`config.mk`:
```
export PLATFORM = sky130hd
export DESIGN_NAME = vx_fpu_rsp_arb
export DESIGN_NICKNAME = d
export VERILOG_FILES = /design/src/rtl/vx_fpu_rsp_arb_pkg.sv /design/src/rtl/vx_rr_arbiter.sv /design/src/rtl/vx_fpu_rsp_arb.sv
export SDC_FILE = /design/constraint.sdc
export NUM_CORES = 1
export LEC_CHECK = 0
export CAP_MARGIN = 20
export CORE_ASPECT_RATIO = 0.7
export CORE_MARGIN = 8
export CORE_UTILIZATION = 41
export CTS_CLUSTER_SIZE = 14
export DETAILED_ROUTE_END_ITERATION = 6
export HOLD_SLACK_MARGIN = 0.1
export PLACE_DENSITY = 0.86
export SLEW_MARGIN = 20
export SYNTH_ARGS = -nofsm -noshare
export SYNTH_HDL_FRONTEND = slang
export SYNTH_SLANG_ARGS = --single-unit
```
`constraint.sdc`:
```
create_clock -name clk -period 7.26 [get_ports clk]
set_clock_uncertainty 0.15 [all_clocks]
set_input_delay 1.089 -clock clk [delete_from_list [all_inputs] [get_ports clk]]
set_output_delay 1.089 -clock clk [all_outputs]
set_load 0.01 [all_outputs]
```
`src/rtl/vx_fpu_rsp_arb_pkg.sv`:
```
// Shared FPU definitions used by the response arbiter and its clients.
//   FFLAGS_BITS : number of IEEE exception flag bits
//   fflags_t    : packed exception flags {NV, DZ, OF, UF, NX}, NV in the MSB
package vx_fpu_rsp_arb_pkg;

  localparam int unsigned FFLAGS_BITS = 5;

  typedef struct packed {
    logic nv;
    logic dz;
    logic of;
    logic uf;
    logic nx;
  } fflags_t;

endpackage

```
`src/rtl/vx_rr_arbiter.sv`:
```
// Round-robin request selector.
//   clk, reset   : clock, asynchronous active-high reset (pointer returns to 0)
//   requests     : one bit per requester
//   unlock       : advance the priority pointer past the current grant
//   grant_onehot : one-hot grant (zero when nothing requests)
//   grant_index  : binary index of the granted requester
//   grant_valid  : at least one requester is granted
module vx_rr_arbiter #(
  parameter int unsigned NUM_REQS = 5,
  localparam int unsigned IdxW = (NUM_REQS > 1) ? $clog2(NUM_REQS) : 1
) (
  input  logic                clk,
  input  logic                reset,
  input  logic [NUM_REQS-1:0] requests,
  input  logic                unlock,
  output logic [NUM_REQS-1:0] grant_onehot,
  output logic [IdxW-1:0]     grant_index,
  output logic                grant_valid
);

  logic [IdxW-1:0] ptr_q, ptr_d;
  int unsigned     idx;

  // Scan requesters starting at the pointer; the first hit wins.
  always_comb begin
    grant_onehot = '0;
    grant_index  = '0;
    grant_valid  = 1'b0;
    idx          = 0;
    for (int unsigned i = 0; i < NUM_REQS; i++) begin
      idx = (32'(ptr_q) + i) % NUM_REQS;
      if (!grant_valid && requests[IdxW'(idx)]) begin
        grant_valid = 1'b1;
        grant_index = IdxW'(idx);
      end
    end
    grant_onehot[grant_index] = grant_valid;
  end

  always_comb begin
    ptr_d = ptr_q;
    if (unlock && grant_valid) begin
      ptr_d = (grant_index == IdxW'(NUM_REQS - 1)) ? '0 : grant_index + 1'b1;
    end
  end

  always_ff @(posedge clk or posedge reset) begin
    if (reset) begin
      ptr_q <= '0;
    end else begin
      ptr_q <= ptr_d;
    end
  end

endmodule

```
`src/rtl/vx_fpu_rsp_arb.sv`:
```
// Merges responses of several FPU units into one stream through a round-robin
// selector and a 2-entry output FIFO.
//   clk, reset            : clock, asynchronous active-high reset
//   valid_in / ready_in   : per-unit response handshake (ready only for the granted unit)
//   tag_in, tmask_in,
//   result_in             : per-unit response payload, passed through unchanged
//   has_fflags_in,
//   fflags_in             : per-unit/per-lane exception flags
//   valid_out / ready_out : merged response handshake
//   tag_out, tmask_out, result_out, has_fflags_out, fflags_out : FIFO head payload;
//   fflags_out is the OR of flags over active lanes, zero when the unit reports none
module vx_fpu_rsp_arb
  import vx_fpu_rsp_arb_pkg::*;
#(
  parameter int unsigned NUM_UNITS = 5,
  parameter int unsigned LANES     = 1,
  parameter int unsigned TAGW      = 1
) (
  input  logic                                clk,
  input  logic                                reset,
  input  logic    [NUM_UNITS-1:0]             valid_in,
  output logic    [NUM_UNITS-1:0]             ready_in,
  input  logic    [NUM_UNITS-1:0][TAGW-1:0]   tag_in,
  input  logic    [NUM_UNITS-1:0][LANES-1:0]  tmask_in,
  input  logic    [NUM_UNITS-1:0][LANES-1:0][31:0] result_in,
  input  logic    [NUM_UNITS-1:0]             has_fflags_in,
  input  fflags_t [NUM_UNITS-1:0][LANES-1:0]  fflags_in,
  output logic                                valid_out,
  input  logic                                ready_out,
  output logic    [TAGW-1:0]                  tag_out,
  output logic    [LANES-1:0]                 tmask_out,
  output logic    [LANES-1:0][31:0]           result_out,
  output logic                                has_fflags_out,
  output fflags_t                             fflags_out
);

  localparam int unsigned IdxW = (NUM_UNITS > 1) ? $clog2(NUM_UNITS) : 1;

  typedef struct packed {
    logic [TAGW-1:0]        tag;
    logic [LANES-1:0]       tmask;
    logic [LANES-1:0][31:0] result;
    logic                   has_fflags;
    fflags_t                fflags;
  } entry_t;

  logic [NUM_UNITS-1:0] grant_onehot;
  logic [IdxW-1:0]      grant_index;
  logic                 grant_valid;

  logic [1:0] count_q, count_d;
  logic       rd_q, rd_d;
  logic       wr_q, wr_d;
  entry_t     mem_q [2];
  entry_t     mem_d [2];
  entry_t     push_entry;
  logic [FFLAGS_BITS-1:0] ff_acc;

  logic can_push, push, pop;

  // Space is judged from the registered count only, so ready_out never
  // reaches ready_in combinationally.
  assign can_push = (count_q != 2'd2) && !reset;
  assign push     = grant_valid && can_push;
  assign pop      = valid_out && ready_out;
  assign ready_in = grant_onehot & {NUM_UNITS{can_push}};

  vx_rr_arbiter #(
    .NUM_REQS (NUM_UNITS)
  ) u_rr_arbiter (
    .clk          (clk),
    .reset        (reset),
    .requests     (valid_in),
    .unlock       (push),
    .grant_onehot (grant_onehot),
    .grant_index  (grant_index),
    .grant_valid  (grant_valid)
  );

  always_comb begin
    ff_acc = '0;
    for (int unsigned i = 0; i < LANES; i++) begin
      if (has_fflags_in[grant_index] && tmask_in[grant_index][i]) begin
        ff_acc = ff_acc | fflags_in[grant_index][i];
      end
    end
    push_entry.tag        = tag_in[grant_index];
    push_entry.tmask      = tmask_in[grant_index];
    push_entry.result     = result_in[grant_index];
    push_entry.has_fflags = has_fflags_in[grant_index];
    push_entry.fflags     = fflags_t'(ff_acc);
  end

  always_comb begin
    mem_d   = mem_q;
    rd_d    = rd_q ^ pop;
    wr_d    = wr_q ^ push;
    count_d = count_q;
    if (push) begin
      mem_d[wr_q] = push_entry;
    end
    unique case ({push, pop})
      2'b10:   count_d = count_q + 2'd1;
      2'b01:   count_d = count_q - 2'd1;
      default: count_d = count_q;
    endcase
  end

  always_ff @(posedge clk or posedge reset) begin
    if (reset) begin
      count_q <= '0;
      rd_q    <= 1'b0;
      wr_q    <= 1'b0;
    end else begin
      count_q <= count_d;
      rd_q    <= rd_d;
      wr_q    <= wr_d;
    end
  end

  // Payload storage carries no reset; count gates its visibility.
  always_ff @(posedge clk) begin
    mem_q <= mem_d;
  end

  assign valid_out      = (count_q != 2'd0);
  assign tag_out        = mem_q[rd_q].tag;
  assign tmask_out      = mem_q[rd_q].tmask;
  assign result_out     = mem_q[rd_q].result;
  assign has_fflags_out = mem_q[rd_q].has_fflags;
  assign fflags_out     = mem_q[rd_q].fflags;

endmodule

```
==> flow_summary.ini <==
[timing]
finalMaxSlewViolations = 0
setup_viol = 0
fin_tns_setup_ns = 0
maxSlewHeadroom = 0.350
finalCritPeriodShare = 0.941
max_freq_ghz = 0.146
fin_crit_ns = 6.83
tightest_slew_ns = 0.975
hold_viol_final = 0

[die]
coreArea_um2 = 16100
rows = 39
num_io_pins = 254
die_x_um = 168
die_h_um = 123
start_util = 0.414
dieArea_um2 = 20600

[clock_tree]
cts_max_level = 3
cts_setup_buffers = 0
clockBufferDepth = 2
hold_buffers = 0
worstSkewPairLatency_ns = 0.33
tritoncts = done
numCtsBuffers = 9
cts_sinks = 87
clkSlewWorstSetupHoldPaths_ns = 0.07
cts_root_buf = clkbuf_16
postCtsResizedCells = 0

[setup_path]
start_kind = register
crit_start = u_rr_arbiter.ptr_q[1]$_DFFE_PP0P_
critical_path.max_fanout = 9
required_ns = 6.02
crit_type = register to output pin
cp_data_arrival_time_ns = 5.59
rr_startpoint = u_rr_arbiter.ptr_q[1]$_DFFE_PP0P_
end_kind = output pin

[logic_synthesis]
syn-num-nets = 866
ys.flop_type = edfxtp_1
yosys_warnings = 0
synthCells = 632
yosysSeqAreaShare = 0.387
synthesis.area_um2 = 6660
avgSynthCellArea_um2 = 10.5
yosysMostFrequentCell = edfxtp_1
yosys-top-cells-count = edfxtp_1 (80), mux2i_1 (79), nand2_1 (57)
synth_edf_count = 80
ys_ff_latch = 87
synth_xor_area_frac = 0.0182
muxShareOfSynthArea = 0.207
synth_top_area_cell = edfxtp_1
synth_cell_types = 73
synth-adder-area-share = 0.0488
synth-compound-area-share = 0.166
yosys.area.top_type_share = 0.361
synth_simple_gate_area_frac = 0.126
synth_area_leaders = edfxtp_1 (36%), mux2i_1 (12%), mux2_2 (8.3%)
ys_async_sr_fraction = 0.0805
synth_top_family_by_area = multiplexers

[cells_and_area]
syn2layout_area_growth_pct = 45.8
drive_gt1_frac = 0.126
antenna_cells = 0
nNetsFinal = 1101

[status]
outcome = finished clean

[routing]
drc = 0
via_count = 6066
dr.pass1.iters = 5
viasPerCell = 5.63
drt_iter0_drc = 371
routed_wl_mm = 21.4
wire_per_inst_um = 19.9
drtAntennaViolNets = 0

[global_route]
grt_pass1_wl_mm = 32.4
grt_max_degree = 81
grt_usage = 0.197
grt-ovfl-total = 0
grt_pass1_vias = 6122
antenna_found_initial = 0

[placed_design]
port-buffer-count = 253
gp_congestion = 0.966
hpwl_mm = 16.9

[run]
cap_violations = 0

[hold_path]
hp-class = register to register
hold_start = count_q[1]$_DFFE_PP0P_
cell families (layout without fill, tap and decap cells):
group / Yosys count / after routing
AOI/OAI and AO/OA: 140 / 140
xor gates and xnor gates: 13 / 13
adders and majority gates: 26 / 26
buffers and inverters: 70 / 310
DFF: 87 / 87
muxes: 130 / 130
and+or+nand+nor: 166 / 166
critical path, cell delays in order (launching register included):
cell             delay, ns
dfrtp_1               0.38
inv_1                 0.19
ha_1                  0.26
inv_1                 0.06
ha_1                  0.44
inv_1                 0.10
ha_1                  0.22
or3_1                 0.37
a21oi_1               0.24
nor2_1                0.09
inv_1                 0.10
ha_1                  0.14
nand2b_1              0.10
nand3_1               0.10
o2bb2ai_2             0.31
mux2i_1               0.14
a21boi_0              0.28
nand2_1               0.11
or4_1                 0.58
nand3_4               0.12
inv_1                 0.12
nor3_1                0.20
clkdlybuf4s50_1       0.60
registers in the layout, summed over array words and instances (netlist names):
| signal | cells |
|---|---|
| rd_q | 1 |
| wr_q | 1 |
| mem_q | 80 |
| count_q | 2 |
| u_rr_arbiter.ptr_q | 3 |
metal layers:
layer / global-route usage / up-vias / part of all wire
met4: 0.0400 / 0 / 0.014
met1: 0.243 / 2854 / 0.42
met2: 0.320 / 287 / 0.46
met3: 0.0829 / 25 / 0.10
li1: - / 2900 / -
met5: 0 / - / 0
area by class of cell:
cell class,count,area (um^2)
multi-input combinational,475,3820
timing repair buffer,269,2670
inverter,25,93.8
tap,205,256
clock buffer,9,225
clock inverter,7,76.3
fill,1358,6390
sequential,87,2580
metrics by stage:
step	util	cells	worst slack (ns)	hold WS, ns	cell area, um^2
finish	0.603	1077	0.432	0.353	9710
global route	0.603	1077	-0.000684	0.393	9710
CTS	0.603	1077	0.290	0.359	9700
detailed placement	0.584	1061	0.702	0.350	9400
global placement	0.584	1061	0.929	0.325	9400
floorplan	-	632	0.199	0.306	6660
layout by cell type (no fill, tap or decap), drive strengths merged, types with 18 or more instances in the layout:
| cell type | n |
|---|---|
| a21oi | 18 |
| clkdlybuf4s50 | 253 |
| edfxtp | 80 |
| ha | 26 |
| inv | 28 |
| mux2 | 50 |
| mux2i | 79 |
| nand2 | 57 |
| nand3 | 19 |
| o21ai | 19 |
| o221ai | 34 |
final timing paths:
path,to,slack (ns),depth (start not counted)
min reg2reg,count_q[1]$_DFFE_PP0P_,0.35,1
max,ready_in[2],0.43,22
max in group asynchronous,rd_q$_DFF_PP0_,5.72,2
min,count_q[1]$_DFFE_PP0P_,0.35,1
min in group asynchronous,count_q[1]$_DFFE_PP0P_,0.98,2
max reg2reg,mem_q[43]$_DFFE_PP_,0.99,23
Power is not shown: default switching activity piles up to over one toggle a cycle in this logic, so the estimate is an artifact.
